===== config.mk =====
export PLATFORM = sky130hd
export DESIGN_NAME = alu_arbiter_flat
export DESIGN_NICKNAME = d
export VERILOG_FILES = /design/src/rtl/alu_arbiter_pkg.sv /design/src/rtl/alu_arbiter_if.sv /design/src/rtl/alu_arbiter_alu.sv /design/src/rtl/alu_arbiter.sv /design/src/flat_wrapper.sv
export SDC_FILE = /design/constraint.sdc
export NUM_CORES = 1
export LEC_CHECK = 0
export ABC_AREA = 1
export BUFFER_PORTS_ARGS = -buffer_cell sky130_fd_sc_hd__buf_2
export CORE_ASPECT_RATIO = 0.9
export CORE_MARGIN = 3
export CORE_UTILIZATION = 35
export CTS_CLUSTER_DIAMETER = 30
export DETAILED_ROUTE_END_ITERATION = 12
export GPL_TIMING_DRIVEN = 0
export SYNTH_ARGS = -nofsm -noshare
export SYNTH_HDL_FRONTEND = slang
export SYNTH_SLANG_ARGS = --single-unit

===== constraint.sdc =====
create_clock -name clk -period 4.1 [get_ports clk]
set_clock_uncertainty 0.2 [all_clocks]
set_input_delay 0.205 -clock clk [delete_from_list [all_inputs] [get_ports clk]]
set_output_delay 0.205 -clock clk [all_outputs]
set_load 0.01 [all_outputs]

===== src/rtl/alu_arbiter_pkg.sv =====
// Shared constants and types for the two-requester ALU arbiter.
// Holds the opcode encodings, the datapath width and the arbiter FSM states.
package alu_arbiter_pkg;

  localparam int unsigned DATA_W = 32;

  localparam logic [3:0] OP_ADD = 4'b0001;
  localparam logic [3:0] OP_SUB = 4'b0010;
  localparam logic [3:0] OP_AND = 4'b0011;
  localparam logic [3:0] OP_OR  = 4'b0100;
  localparam logic [3:0] OP_XOR = 4'b0101;

  typedef enum logic [1:0] {
    IDLE = 2'd0,
    EXEC = 2'd1,
    RESP = 2'd2
  } state_e;

  // Only add..xor are served; anything else completes as an error response.
  function automatic logic op_legal(input logic [3:0] op);
    return (op >= OP_ADD) && (op <= OP_XOR);
  endfunction

endpackage


===== src/rtl/alu_arbiter_if.sv =====
// Request/response bundle between two requesters, the arbiter and the consumer.
// The master side is the traffic source/sink; the slave side is the arbiter.
interface alu_arbiter_if;
  import alu_arbiter_pkg::*;

  logic              req0_valid;
  logic [3:0]        req0_op;
  logic [DATA_W-1:0] req0_a;
  logic [DATA_W-1:0] req0_b;
  logic              req0_ready;

  logic              req1_valid;
  logic [3:0]        req1_op;
  logic [DATA_W-1:0] req1_a;
  logic [DATA_W-1:0] req1_b;
  logic              req1_ready;

  logic              rsp_valid;
  logic              rsp_ready;
  logic              rsp_id;
  logic [DATA_W-1:0] rsp_r;
  logic              rsp_zero;
  logic              rsp_overflow;
  logic              rsp_err;

  modport master (
    output req0_valid, req0_op, req0_a, req0_b,
    output req1_valid, req1_op, req1_a, req1_b,
    output rsp_ready,
    input  req0_ready, req1_ready,
    input  rsp_valid, rsp_id, rsp_r, rsp_zero, rsp_overflow, rsp_err
  );

  modport slave (
    input  req0_valid, req0_op, req0_a, req0_b,
    input  req1_valid, req1_op, req1_a, req1_b,
    input  rsp_ready,
    output req0_ready, req1_ready,
    output rsp_valid, rsp_id, rsp_r, rsp_zero, rsp_overflow, rsp_err
  );

endinterface


===== src/rtl/alu_arbiter_alu.sv =====
// Combinational ALU block: add/sub with carry-in, bitwise logic and shifts.
// Unrecognised opcodes yield a zero result that callers must not rely on.
module alu_arbiter_alu
  import alu_arbiter_pkg::*;
(
  input  logic [3:0]        op,
  input  logic [DATA_W-1:0] a,
  input  logic [DATA_W-1:0] b,
  input  logic              cn,
  input  logic [4:0]        shamt,
  output logic [DATA_W-1:0] r,
  output logic              zero,
  output logic              overflow
);

  localparam logic [3:0] OP_SLL = 4'b0110;
  localparam logic [3:0] OP_SRL = 4'b0111;

  logic [DATA_W-1:0] cn_ext_s;

  assign cn_ext_s = {{(DATA_W-1){1'b0}}, cn};

  // Result, zero and signed-overflow flags.
  always_comb begin
    r        = {DATA_W{1'b0}};
    overflow = 1'b0;
    case (op)
      OP_ADD: begin
        r        = a + b + cn_ext_s;
        overflow = (a[DATA_W-1] == b[DATA_W-1]) && (r[DATA_W-1] != a[DATA_W-1]);
      end
      OP_SUB: begin
        r        = a - b - cn_ext_s;
        overflow = (a[DATA_W-1] != b[DATA_W-1]) && (r[DATA_W-1] != a[DATA_W-1]);
      end
      OP_AND:  r = a & b;
      OP_OR:   r = a | b;
      OP_XOR:  r = a ^ b;
      OP_SLL:  r = a << shamt;
      OP_SRL:  r = a >> shamt;
      default: r = {DATA_W{1'b0}};
    endcase
    zero = (r == {DATA_W{1'b0}});
  end

endmodule


===== src/rtl/alu_arbiter.sv =====
// Two-requester ALU front end: arbitrates, runs one operation at a time through
// the ALU and holds a registered response until the consumer takes it.
module alu_arbiter
  import alu_arbiter_pkg::*;
#(
  parameter int FIXED_PRIO = 0
) (
  input  logic          clk,
  input  logic          rst,
  alu_arbiter_if.slave  bus
);

  state_e            state_q, state_d;
  logic              last_grant_q, last_grant_d;
  logic              id_q, id_d;
  logic [3:0]        op_q, op_d;
  logic [DATA_W-1:0] a_q, a_d;
  logic [DATA_W-1:0] b_q, b_d;

  logic              rsp_valid_q, rsp_valid_d;
  logic              rsp_id_q, rsp_id_d;
  logic [DATA_W-1:0] rsp_r_q, rsp_r_d;
  logic              rsp_zero_q, rsp_zero_d;
  logic              rsp_ovf_q, rsp_ovf_d;
  logic              rsp_err_q, rsp_err_d;

  logic              grant0_s, grant1_s;
  logic [DATA_W-1:0] alu_r_s;
  logic              alu_zero_unused;
  logic              alu_ovf_unused;
  logic              err_s;
  logic [DATA_W-1:0] result_s;
  logic              ovf_s;

  alu_arbiter_alu u_alu (
    .op       (op_q),
    .a        (a_q),
    .b        (b_q),
    .cn       (1'b0),
    .shamt    (5'd0),
    .r        (alu_r_s),
    .zero     (alu_zero_unused),
    .overflow (alu_ovf_unused)
  );

  // Grant selection; ready is held low while reset is asserted.
  always_comb begin
    grant0_s = 1'b0;
    grant1_s = 1'b0;
    if ((state_q == IDLE) && !rst) begin
      if (bus.req0_valid && bus.req1_valid) begin
        if (FIXED_PRIO != 0) begin
          grant0_s = 1'b1;
        end else if (last_grant_q) begin
          grant0_s = 1'b1;
        end else begin
          grant1_s = 1'b1;
        end
      end else if (bus.req0_valid) begin
        grant0_s = 1'b1;
      end else if (bus.req1_valid) begin
        grant1_s = 1'b1;
      end else begin
        grant0_s = 1'b0;
        grant1_s = 1'b0;
      end
    end else begin
      grant0_s = 1'b0;
      grant1_s = 1'b0;
    end
  end

  // Illegal opcodes bypass the ALU output, which is undefined for them.
  always_comb begin
    err_s    = !op_legal(op_q);
    result_s = err_s ? {DATA_W{1'b0}} : alu_r_s;
    case (op_q)
      OP_ADD:  ovf_s = (a_q[DATA_W-1] == b_q[DATA_W-1]) && (result_s[DATA_W-1] != a_q[DATA_W-1]);
      OP_SUB:  ovf_s = (a_q[DATA_W-1] != b_q[DATA_W-1]) && (result_s[DATA_W-1] != a_q[DATA_W-1]);
      default: ovf_s = 1'b0;
    endcase
  end

  // FSM next state, operand capture and response staging.
  always_comb begin
    state_d      = state_q;
    last_grant_d = last_grant_q;
    id_d         = id_q;
    op_d         = op_q;
    a_d          = a_q;
    b_d          = b_q;
    rsp_valid_d  = rsp_valid_q;
    rsp_id_d     = rsp_id_q;
    rsp_r_d      = rsp_r_q;
    rsp_zero_d   = rsp_zero_q;
    rsp_ovf_d    = rsp_ovf_q;
    rsp_err_d    = rsp_err_q;
    case (state_q)
      IDLE: begin
        if (grant0_s || grant1_s) begin
          id_d         = grant1_s;
          last_grant_d = grant1_s;
          op_d         = grant1_s ? bus.req1_op : bus.req0_op;
          a_d          = grant1_s ? bus.req1_a  : bus.req0_a;
          b_d          = grant1_s ? bus.req1_b  : bus.req0_b;
          state_d      = EXEC;
        end else begin
          state_d      = IDLE;
        end
      end
      EXEC: begin
        rsp_id_d    = id_q;
        rsp_r_d     = result_s;
        rsp_zero_d  = (result_s == {DATA_W{1'b0}});
        rsp_ovf_d   = ovf_s;
        rsp_err_d   = err_s;
        rsp_valid_d = 1'b1;
        state_d     = RESP;
      end
      RESP: begin
        if (bus.rsp_ready) begin
          rsp_valid_d = 1'b0;
          state_d     = IDLE;
        end else begin
          rsp_valid_d = 1'b1;
          state_d     = RESP;
        end
      end
      default: begin
        rsp_valid_d = 1'b0;
        state_d     = IDLE;
      end
    endcase
  end

  // State and datapath registers.
  always_ff @(posedge clk or posedge rst) begin
    if (rst) begin
      state_q      <= IDLE;
      last_grant_q <= 1'b1;
      id_q         <= 1'b0;
      op_q         <= 4'd0;
      a_q          <= {DATA_W{1'b0}};
      b_q          <= {DATA_W{1'b0}};
      rsp_valid_q  <= 1'b0;
      rsp_id_q     <= 1'b0;
      rsp_r_q      <= {DATA_W{1'b0}};
      rsp_zero_q   <= 1'b0;
      rsp_ovf_q    <= 1'b0;
      rsp_err_q    <= 1'b0;
    end else begin
      state_q      <= state_d;
      last_grant_q <= last_grant_d;
      id_q         <= id_d;
      op_q         <= op_d;
      a_q          <= a_d;
      b_q          <= b_d;
      rsp_valid_q  <= rsp_valid_d;
      rsp_id_q     <= rsp_id_d;
      rsp_r_q      <= rsp_r_d;
      rsp_zero_q   <= rsp_zero_d;
      rsp_ovf_q    <= rsp_ovf_d;
      rsp_err_q    <= rsp_err_d;
    end
  end

  assign bus.req0_ready   = grant0_s;
  assign bus.req1_ready   = grant1_s;
  assign bus.rsp_valid    = rsp_valid_q;
  assign bus.rsp_id       = rsp_id_q;
  assign bus.rsp_r        = rsp_r_q;
  assign bus.rsp_zero     = rsp_zero_q;
  assign bus.rsp_overflow = rsp_ovf_q;
  assign bus.rsp_err      = rsp_err_q;

endmodule


===== src/flat_wrapper.sv =====
// flat-port wrapper written by rule: the top's interface ports become plain ports
module alu_arbiter_flat import alu_arbiter_pkg::*;
#(
  parameter int FIXED_PRIO = 0
)
  (clk, rst, bus_req0_valid, bus_req0_op, bus_req0_a, bus_req0_b, bus_req1_valid, bus_req1_op, bus_req1_a, bus_req1_b, bus_rsp_ready, bus_req0_ready, bus_req1_ready, bus_rsp_valid, bus_rsp_id, bus_rsp_r, bus_rsp_zero, bus_rsp_overflow, bus_rsp_err);
  alu_arbiter_if bus_i ();
  input  logic clk;
  input  logic rst;
  input wire logic [$bits(bus_i.req0_valid)-1:0] bus_req0_valid;
  input wire logic [$bits(bus_i.req0_op)-1:0] bus_req0_op;
  input wire logic [$bits(bus_i.req0_a)-1:0] bus_req0_a;
  input wire logic [$bits(bus_i.req0_b)-1:0] bus_req0_b;
  input wire logic [$bits(bus_i.req1_valid)-1:0] bus_req1_valid;
  input wire logic [$bits(bus_i.req1_op)-1:0] bus_req1_op;
  input wire logic [$bits(bus_i.req1_a)-1:0] bus_req1_a;
  input wire logic [$bits(bus_i.req1_b)-1:0] bus_req1_b;
  input wire logic [$bits(bus_i.rsp_ready)-1:0] bus_rsp_ready;
  output wire logic [$bits(bus_i.req0_ready)-1:0] bus_req0_ready;
  output wire logic [$bits(bus_i.req1_ready)-1:0] bus_req1_ready;
  output wire logic [$bits(bus_i.rsp_valid)-1:0] bus_rsp_valid;
  output wire logic [$bits(bus_i.rsp_id)-1:0] bus_rsp_id;
  output wire logic [$bits(bus_i.rsp_r)-1:0] bus_rsp_r;
  output wire logic [$bits(bus_i.rsp_zero)-1:0] bus_rsp_zero;
  output wire logic [$bits(bus_i.rsp_overflow)-1:0] bus_rsp_overflow;
  output wire logic [$bits(bus_i.rsp_err)-1:0] bus_rsp_err;
  assign bus_i.req0_valid = bus_req0_valid;
  assign bus_i.req0_op = bus_req0_op;
  assign bus_i.req0_a = bus_req0_a;
  assign bus_i.req0_b = bus_req0_b;
  assign bus_i.req1_valid = bus_req1_valid;
  assign bus_i.req1_op = bus_req1_op;
  assign bus_i.req1_a = bus_req1_a;
  assign bus_i.req1_b = bus_req1_b;
  assign bus_i.rsp_ready = bus_rsp_ready;
  assign bus_req0_ready = bus_i.req0_ready;
  assign bus_req1_ready = bus_i.req1_ready;
  assign bus_rsp_valid = bus_i.rsp_valid;
  assign bus_rsp_id = bus_i.rsp_id;
  assign bus_rsp_r = bus_i.rsp_r;
  assign bus_rsp_zero = bus_i.rsp_zero;
  assign bus_rsp_overflow = bus_i.rsp_overflow;
  assign bus_rsp_err = bus_i.rsp_err;
  alu_arbiter #(.FIXED_PRIO(FIXED_PRIO)) u_core (.clk(clk), .rst(rst), .bus(bus_i));
endmodule

==> results.md, run 1 <==
- Starting Density: 35.9%
- Layout Nets: 2065
- CP arrival: 4.08 ns
- Floorplan die width: 182 um
- DR vias: 11.3k
- Grt total ovfl: 0
- Ys Warns: 0
- Post-synthesis instance total: 1473
- Routed WL: 38500 um
- Fin util: 48.7%
- Area contributors post-synth: dfrtp_1, nand2_1, ha_1
- Worst-path clk slew: 0.08 ns
- Worst hold-check path type: in2reg
- Inst Count DP: 2007
- Power Density: 905 mW/mm^2
- DR vias/cell: 5.19
- Critical path class: reg2reg
- Post-synthesis sequential area ratio: 27.8%
- DP Area: 0.0112 sq mm
- DIE AREA: 0.0301 sq mm
- Die Span Y: 165 um
- Status: finished clean
- 1st-pass router iterations: 5
- Max-slew headroom: 41.8%
- First-pass GRT wire length: 60300 um
- Cells on worst reg2reg path: 25
- Worst Tran Pin Value: 0.873 ns
- DRC: 0
- Peak supply drop: 0.311 mV
- Largest net degree at the start of global routing: 62
- Cell variety after synth: 43
- Setup violations, final: 0
- Setup WS post-layout: 0.0829 ns
- Final non-filler cell total: 2183
- Core area: 0.0273 sq mm
- Worst skew pair latency: 0.37 ns
- Total design power: 12.1 mW
- Fin. Hold Viols: 0
- Crit path from: u_core.b_q[0]
- Antenna diode count: 0
- Fmax: 0.249 GHz
- Syn nets: 1714
- Design area: 0.0133 sq mm
- Vias in the first global route: 10.9k
- Sink Count: 109
- Final Wtd Congestion: 0.957
- Unrepaired setup endpoints after global routing: yes
- CTS Buf Count: 9
- Synthesized flop and latch total: 109
- Gr usage total: 25.5%
- Area growth, synth to finish: 35.7%
- Yosys top cell area share: 27.6%
- Max-Cap Viols: 0
- Startpoint of the worst register-to-register path: u_core.b_q[0]
- Synth area leader: dfrtp_1
- Clock Tree Buf Depth: 2
- # IOs: 180
- Max-slew violation count: 0
- Row cnt: 57
- CTS tree: built
- Root buffer cell: clkbuf_16
- CTS H-tree lvls: 3
- Synthesized area: 0.00981 sq mm
- Nature of the critical path endpoint: register
- Layout cells sized above 1: 18.0%
- Flop-to-flop setup slack: 0.08 ns
- Crit path time final: 4.02 ns
- Post-route ant nets: 0
- CP Max Fanout: 4
- Hpwl dp: 30400 um
- Leakage power: 6.92 nW
- Initial antenna violation count: 1
- Port Buffers: 179
- Routed WL per cell: 17.6 um
- Crit path capture: u_core.bus.rsp_zero
- First DRT Iteration DRCs: 1186
- Req. time, crit path: 4.16 ns
- Type of origin of the critical path: register
- Syn Area/Cell: 6.66 sq um
- Fin crit share: 98.0%
- Worst R2R End: u_core.bus.rsp_zero
- Pre-CTS WS: -0.241 ns
-- kinds of logic (layout without fill, tap and decap cells) --
kind of cell             after synthesis  in the layout  share of synthesized area (%)
XOR/XNOR                              32             32                           2.86
AND/OR/NAND/NOR                      694            694                           29.6
flip-flops                           109            109                           27.8
buffers and inverters                252            608                           10.3
AO/OA/AOI/OAI                        286            286                           16.6
adder cells (fa/ha/maj)              100            100                           12.8
-- cell usage after synthesis, drive strengths merged --
cell / instances
or2: 4
fa: 1
inv: 191
nand2: 357
o21a: 1
clkinv: 1
o21bai: 4
nand4: 14
or3b: 1
buf: 23
dfstp: 1
and2: 2
nor2: 191
a31oi: 2
ha: 99
o21ai: 146
dfrtp: 108
o31ai: 2
clkbuf: 37
a21oi: 36
a211oi: 24
a221oi: 2
nand3b: 9
o22ai: 69
nor3: 10
nand3: 105
nor4: 1
xor2: 32
-- where the power goes --
part / total (mW) / internal (mW) / switching (mW)
Clock: 0.960 / 0.489 / 0.471
Sequential: 2.13 / 1.57 / 0.562
Combinational: 8.96 / 3.32 / 5.64
Total: 12.1 / 5.38 / 6.67
-- worst min-delay path by stage --
stage / cells after the start / endpoint / slack, ns / startpoint
final: 3 / u_core.b_q[12] / 0.03 / bus_req0_b[12]
after global routing: 3 / u_core.b_q[12] / 0.05 / bus_req0_b[12]
after CTS: 3 / u_core.b_q[12] / 0.01 / bus_req0_b[12]
after detailed placement: 2 / u_core.bus.rsp_valid / 0.24 / rst
after global placement: 2 / u_core.bus.rsp_r[12] / 0.26 / u_core.bus.rsp_r[12]
after floorplan: 2 / u_core.a_q[0] / 0.18 / bus_req1_a[0]
-- per-stage QoR --
stage	hold slack [ns]	setup TNS, ns
3_5_place_dp	0.245	-0.558
2_1_floorplan	0.180	0
3_3_place_gp	0.263	-70.98
6_report	0.0267	0
5_1_grt	0.0545	-0.248
4_1_cts	0.0120	0
-- cell usage in the layout (no fill, tap or decap), types with 3 or more instances in the layout --
cell / count
buf_4: 25
o21bai_1: 3
ha_1: 90
dlygate4sd3_1: 139
or2_2: 4
o21ai_1: 9
nor2_2: 16
inv_1: 172
nor3_4: 3
nand3b_1: 8
o22ai_1: 69
nand3_2: 5
nand2_2: 9
a211oi_1: 24
o21ai_0: 134
ha_2: 3
buf_2: 189
a21oi_1: 27
a21oi_2: 9
buf_6: 6
buf_1: 3
dfrtp_2: 3
dfrtp_1: 105
ha_4: 6
xor2_2: 3
clkbuf_1: 37
nor3_1: 5
nor2_1: 174
clkbuf_16: 9
nand2_1: 348
inv_2: 18
nand3_1: 100
xor2_1: 29
nand4_1: 13
-- critical path: stages, from the launching register on --
cell	delay, ns
dfrtp_1	0.40
inv_2	0.11
ha_4	0.16
nand3_2	0.10
nor3_4	0.18
nand4_4	0.16
nor3_4	0.16
nand4_1	0.13
nor2_1	0.11
inv_1	0.07
o21ai_2	0.21
o21ai_2	0.10
xor2_2	0.18
ha_1	0.37
buf_4	0.15
buf_4	0.13
a31oi_1	0.15
nand2_1	0.08
nor2_2	0.12
nand2_1	0.06
nand2_1	0.05
nand3_1	0.08
a21oi_2	0.21
nor2_1	0.07
nand3_1	0.09
nand2_1	0.05
-- routing by layer --
metal	vias to the layer above	track usage, %	routed length (um)
met5	-	0	13
met4	2	7.17	943
met3	57	4.95	3120
met2	473	38.5	16200
met1	5279	37.0	18200
li1	5523	-	-
-- registers in the layout (all words and copies together) (netlist names) --
register and cells:
u_core.a_q 32, u_core.b_q 32, u_core.bus.rsp_err 1, u_core.bus.rsp_id 1, u_core.bus.rsp_overflow 1, u_core.bus.rsp_r 32, u_core.bus.rsp_valid 1, u_core.bus.rsp_zero 1
u_core.id_q 1, u_core.last_grant_q 1, u_core.op_q 4, u_core.state_q 2
-- layout make-up --
class                      count  area (sq um)
timing repair buffer         340          2470
multi-input combinational   1112          6330
sequential                   109          2730
clock inverter                 6          77.6
clock buffer                  10           229
tap                          354           443
inverter                     192           723
fill                        2747         14000
buffer                        60           299
-- repair_timing --
action,in CTS,in global routing
buffers inserted,14,7
pin swaps,11,17
hold endpoints to repair,130,0
gates resized for setup,24,52
endpoints found under the setup margin,6,21
gates cloned,0,0
hold buffers,139,0
(Power assumes the default switching activity.)
==> run 2, diff against run 1 <==
--- a/config.mk
+++ b/config.mk
@@ -7,7 +7,6 @@
 export LEC_CHECK = 0
 export ABC_AREA = 1
 export BUFFER_PORTS_ARGS = -buffer_cell sky130_fd_sc_hd__buf_2
-export CORE_ASPECT_RATIO = 0.9
 export CORE_MARGIN = 3
 export CORE_UTILIZATION = 35
 export CTS_CLUSTER_DIAMETER = 30
@@ -16,3 +15,4 @@
 export SYNTH_ARGS = -nofsm -noshare
 export SYNTH_HDL_FRONTEND = slang
 export SYNTH_SLANG_ARGS = --single-unit
+export TNS_END_PERCENT = 10
==> results.md, run 2 (synthesized netlist as in run 1, its figures left out) <==
- Status: finished, violations left
- Core area: 0.0273 sq mm (-0.23%)
- Setup violations, final: 0 (unchanged)
- Peak supply drop: 0.284 mV (-8.5%)
- Nature of the critical path endpoint: register
- Worst path buffer plus inverter count: 3 (-1)
- Max-Cap Viols: 0 (unchanged)
- Clock Tree Buf Depth: 2 (unchanged)
- Type of origin of the critical path: register
- Worst-path clk slew: 0.08 ns (about the same)
- Antenna diode count: 0 (unchanged)
- Critical-path top delay cell: or3b_4
- Gr usage total: 25.2% (-0.27 points)
- Hpwl dp: 30000 um (-1.6%)
- CTS Buf Count: 9 (unchanged)
- Fin crit share: 96.3% (-1.7 points)
- DRC: 0 (unchanged)
- Leakage power: 6.93 nW (+0.11%)
- Startpoint of the worst register-to-register path: u_core.b_q[0]
- Layout fillers: 2813 (+2.4%)
- Fmax: 0.253 GHz (+1.7%)
- Most frequent CP cell: nand2_1
- Worst hold-check path type: in2reg
- Critical path class: reg2reg
- Setup_tns: 0 ns (unchanged)
- Layout Nets: 2060 (-0.24%)
- CTS H-tree lvls: 3 (unchanged)
- Crit path from: u_core.b_q[0]
- Port Buffers: 179 (unchanged)
- Max-slew headroom: 44.9% (+3.1 points)
- Req. time, crit path: 4.20 ns (+0.04 ns)
- Most common cell after layout, fill and taps aside: nand2_1
- Fin util: 49.1% (+0.37 points)
- CP Max Fanout: 5 (+1)
- # IOs: 180 (unchanged)
- Design area: 0.0134 sq mm (+0.52%)
- Cell family with most CP delay: simple AND/OR/NAND/NOR gates
- Sink Count: 109 (unchanged)
- Vias in the first global route: 11.1k (+1.9%)
- Routed WL: 38100 um (-0.97%)
- DR vias/cell: 5.10 (-1.8%)
- Fin. Hold Viols: 1 (+1)
- Final Wtd Congestion: 0.943 (-1.5%)
- Starting Density: 36.0% (+0.084 points)
- Worst Tran Pin Value: 0.827 ns (-0.0467 ns)
- Unrepaired setup endpoints after global routing: yes
- CTS tree: built
- Hold Slack: -0.00555 ns (-0.0322 ns)
- Grt total ovfl: 0 (unchanged)
- DIE AREA: 0.0301 sq mm (about the same)
- Die Span Y: 173 um (+5.2%)
- Layout cells sized above 1: 18.9% (+0.88 points)
- Initial antenna violation count: 0 (-1)
- CP arrival: 4.05 ns (-0.03 ns)
- Post-route ant nets: 0 (unchanged)
- Max-slew violation count: 0 (unchanged)
- Failing checks: hold timing
- 1st-pass router iterations: 5 (unchanged)
- DP Area: 0.0112 sq mm (+0.20%)
- Root buffer cell: clkbuf_16
- Row cnt: 60 (+5.3%)
- Routed WL per cell: 17.4 um (-1.5%)
- Hold Crit Start: bus_req0_a[5]
- First-pass GRT wire length: 60500 um (+0.25%)
- Worst skew pair latency: 0.37 ns (about the same)
- Power Density: 909 mW/mm^2 (+0.44%)
- First DRT Iteration DRCs: 1035 (-13%)
- Area growth, synth to finish: 36.4%
- Largest net degree at the start of global routing: 59 (-4.8%)
- Worst path max stage delay: 0.43 ns (+0.03 ns)
- Floorplan die width: 173 um (-5.0%)
- DR vias: 11.2k (-1.3%)
- Crit path time final: 3.95 ns (-0.0681 ns)
- Commonest non-fill, non-tap cells in the layout: nand2_1, buf_2, inv_1, nor2_1, dlygate4sd3_1
[run 2: cell count changes in the layout (fill, tap and decap cells not counted), sizes merged]
cell	before	now
clkinvlp	1	2
bufinv	1	0
dlygate4sd3	139	137
clkinv	1	4
inv	195	192
clkbuf	47	46
buf	224	221
[run 2: layout make-up]
cell class | instances | area, sq um | area share (%)
Multi-Input combinational cell | 1112 | 6450 | 48.2
Clock inverter | 6 | 48.8 | 0.365
Sequential cell | 109 | 2730 | 20.4
Timing Repair Buffer | 335 | 2430 | 18.2
Clock buffer | 9 | 225 | 1.68
Inverter | 192 | 723 | 5.41
Buffer | 60 | 299 | 2.24
Tap cell | 372 | 465 | 3.48
[run 2: through the flow]
stage          power [mW]  std cells  setup slack, ns  hold WS [ns]
2_1_floorplan        7.34       1473            0.648         0.180
3_3_place_gp         9.68       2024           -0.718         0.265
3_5_place_dp         9.78       2025           -0.246         0.225
4_1_cts              11.5       2186           0.0206       0.00223
5_1_grt              13.4       2195           -0.145        0.0148
6_report             12.2       2195            0.151      -0.00555
[run 2: tightest hold or removal path: cells and delay by family]
kind,cells,cell delay (ns)
AOI/OAI and AO/OA,2,0.24
buffers and inverters,1,0.07
[run 2: layer usage]
layer / track usage (%) / vias up / wire length [um]
li1: - / 5512 / -
met1: 36.5 / 5202 / 18200
met2: 39.4 / 411 / 16500
met3: 2.78 / 65 / 2310
met4: 7.84 / 0 / 1090
met5: 0 / - / 0
[run 2: power by group]
part / internal, mW / leakage, nW / switching (mW) / total (mW)
Clock: 0.416 / 0.129 / 0.454 / 0.870
Sequential: 1.57 / 1.39 / 0.545 / 2.11
Combinational: 3.42 / 5.42 / 5.76 / 9.19
[run 2: final timing paths]
check                      depth (start not counted)              endpoint  slack [ns]
max                                               25   u_core.bus.rsp_zero        0.15
min                                                3         u_core.a_q[5]      -0.006
max reg2reg                                       25   u_core.bus.rsp_zero        0.15
min reg2reg                                        2  u_core.bus.rsp_r[13]        0.28
max in group asynchronous                          4   u_core.last_grant_q        2.59
min in group asynchronous                          3    u_core.bus.rsp_err        0.36
[run 2: timing repair]
action | CTS | global route
buffers inserted | 9 | 9
hold buffers | 137 | 0
pin swaps | 13 | 37
endpoints found under the hold margin | 126 | 0
setup endpoints to repair | 8 | 12
resized for setup | 34 | 74
==> run 3, diff against run 2 <==
==> constraint.sdc (replaced) <==
create_clock -name clk -period 4.1 [get_ports clk]
set_clock_uncertainty 0.2 [all_clocks]
set_input_delay 0 -clock clk [delete_from_list [all_inputs] [get_ports clk]]
set_output_delay 0 -clock clk [all_outputs]
set_load 0.01 [all_outputs]
==> results.md, run 3 (synthesized netlist as in run 1, its figures left out) <==
- Clk pwr share: 7.1% (about the same)
- Nature of the critical path endpoint: register
- Final Wtd Congestion: 0.943 (unchanged)
- Power Density: 909 mW/mm^2 (about the same)
- Routed WL per cell: 17.4 um (+0.25%)
- Post-route ant nets: 0 (unchanged)
- Commonest non-fill, non-tap cells in the layout: nand2_1, buf_2, inv_1, nor2_1, dlygate4sd3_1
- Flop-to-flop setup slack: 0.15 ns (about the same)
- DR vias: 11.2k (+0.31%)
- GR Layer Usage met1: 36.2% (-0.29 points)
- Starting Density: 36.0% (unchanged)
- Max-slew headroom: 46.0% (+1.1 points)
- Root buffer cell: clkbuf_16
- Most frequent CP cell: nand2_1
- Row cnt: 60 (unchanged)
- Most common cell after layout, fill and taps aside: nand2_1
- Die Span Y: 173 um (unchanged)
- Core area: 0.0273 sq mm (unchanged)
- Proportion of power drawn by combinational gates: 75.6% (about the same)
- Critical path class: reg2reg
- DR vias/cell: 5.11 (+0.18%)
- Layout Nets: 2063 (+0.15%)
- # IOs: 180 (unchanged)
- Worst skew pair latency: 0.37 ns (about the same)
- Type of origin of the critical path: register
- Area growth, synth to finish: 36.7%
- Clock Tree Buf Depth: 2 (unchanged)
- Crit path time final: 3.95 ns (+0.00136 ns)
- Setup_tns: 0 ns (unchanged)
- CP Max Fanout: 5 (unchanged)
- Max-slew violation count: 0 (unchanged)
- Largest net degree at the start of global routing: 59 (unchanged)
- Hold Slack: 0.148 ns (+0.154 ns)
- DIE AREA: 0.0301 sq mm (unchanged)
- Setup violations, final: 0 (unchanged)
- Antenna diode count: 0 (unchanged)
- Layout fillers: 2806 (-0.25%)
- DRC: 0 (unchanged)
- Initial antenna violation count: 0 (unchanged)
- Fin util: 49.2% (+0.11 points)
- Peak supply drop: 0.286 mV (+0.65%)
- Fin. Hold Viols: 0 (-1)
- Cell Int Power: 5.42 mW (+0.22%)
- Worst Tran Pin Value: 0.810 ns (-0.0169 ns)
- Worst path max stage delay: 0.43 ns (about the same)
- Switching Power: 6.78 mW (+0.22%)
- Hpwl dp: 30000 um (unchanged)
- Cell family with most CP delay: simple AND/OR/NAND/NOR gates
- Layout cells sized above 1: 18.9% (-0.031 points)
- CTS H-tree lvls: 3 (unchanged)
- Unrepaired setup endpoints after global routing: yes
- Leakage power: 6.94 nW (+0.17%)
- Layer with the highest usage: met2
- Critical-path top delay cell: or3b_4
- CTS Buf Count: 9 (unchanged)
- M3 GR Usage: 3.37% (+0.59 points)
- Sw frac: 55.6% (about the same)
- Gr usage total: 25.3% (+0.056 points)
- Grt total ovfl: 0 (unchanged)
- Fin crit share: 96.3% (about the same)
- Worst-path clk slew: 0.08 ns (about the same)
- Seq pwr share: 17.3% (about the same)
- Worst path buffer plus inverter count: 3 (unchanged)
- CTS tree: built
- Status: finished clean
- Sink Count: 109 (unchanged)
- Port Buffers: 179 (unchanged)
- CP arrival: 4.05 ns (about the same)
- First-pass GRT wire length: 60600 um (+0.21%)
- First DRT Iteration DRCs: 1077 (+4.1%)
- Worst hold-check path type: in2async
- Floorplan die width: 173 um (unchanged)
- Grt met2 use: 39.3% (about the same)
- 1st-pass router iterations: 6 (+1)
- Fmax: 0.253 GHz (about the same)
- Vias in the first global route: 11.2k (+0.45%)
- Routed WL: 38300 um (+0.39%)
- Max-Cap Viols: 0 (unchanged)
- Req. time, crit path: 4.20 ns (about the same)
run 3: path summary, 6_finish.rpt:
path / startpoint / end / depth (start not counted)
min reg2reg: u_core.bus.rsp_r[13] / u_core.bus.rsp_r[13] / 2
max reg2reg: u_core.b_q[0] / u_core.bus.rsp_zero / 25
min: rst / u_core.bus.rsp_err / 3
max: u_core.b_q[0] / u_core.bus.rsp_zero / 25
max in group asynchronous: rst / u_core.last_grant_q / 4
min in group clk: bus_req1_valid / bus_req0_ready / 3
run 3: worst register-to-register path: stages (launching register included):
cell and delay (ns):
dfrtp_1 0.39, inv_2 0.11, buf_4 0.12, nand3_2 0.17, nor3_4 0.25, or3b_4 0.43, o21ai_1 0.17, xor2_1 0.19
inv_1 0.09, ha_4 0.32, nand2_2 0.11, nor2_4 0.17, nand2_1 0.10, nor2_1 0.09, nand2_1 0.10, nand3_2 0.12
nand2_1 0.05, nand3_1 0.07, nand2_1 0.06, nand2_1 0.11, nand2_1 0.06, nor2_1 0.10, nand2_1 0.06, nor2_2 0.09
nand3_1 0.07, nand2_1 0.06
run 3: per-stage QoR:
step	instances	worst slack (ns)	instance area, sq um	total power [mW]
5_1_grt	2198	-0.141	13400	13.4
4_1_cts	2189	0.0206	13100	11.5
3_5_place_dp	2025	-0.246	11200	9.78
2_1_floorplan	1473	0.648	9810	7.34
6_report	2198	0.150	13400	12.2
3_3_place_gp	2024	-0.513	11200	9.68
run 3: repair_timing:
item | CTS | global route
hold buffers | 140 | 0
resized for setup | 34 | 74
endpoints found under the hold margin | 128 | 0
pin swaps | 13 | 37
setup buffers | 9 | 9
setup endpoints to repair | 8 | 12
run 3: cell type report:
type | count | area, sq um | area share, %
buffer | 60 | 299 | 2.23
multi-input combinational | 1112 | 6450 | 48.1
clock inverter | 6 | 48.8 | 0.364
sequential | 109 | 2730 | 20.4
inverter | 192 | 723 | 5.39
tap | 372 | 465 | 3.47
clock buffer | 9 | 225 | 1.68
timing repair buffer | 338 | 2460 | 18.4
run 3: power by group through the flow:
stage | Combinational (mW) | Sequential [mW] | Clock [mW]
3_5_place_dp | 7.69 | 2.09 | 0
6_report | 9.21 | 2.11 | 0.868
3_3_place_gp | 7.60 | 2.08 | 0
4_1_cts | 8.52 | 2.08 | 0.885
5_1_grt | 10.3 | 2.18 | 0.919
2_1_floorplan | 5.35 | 1.99 | 0
run 3: per-layer routing:
metal | up-vias | part of all wire [%]
met5 | - | 0
met4 | 0 | 2.9
met3 | 69 | 6.3
met2 | 389 | 43
met1 | 5249 | 47
li1 | 5518 | -
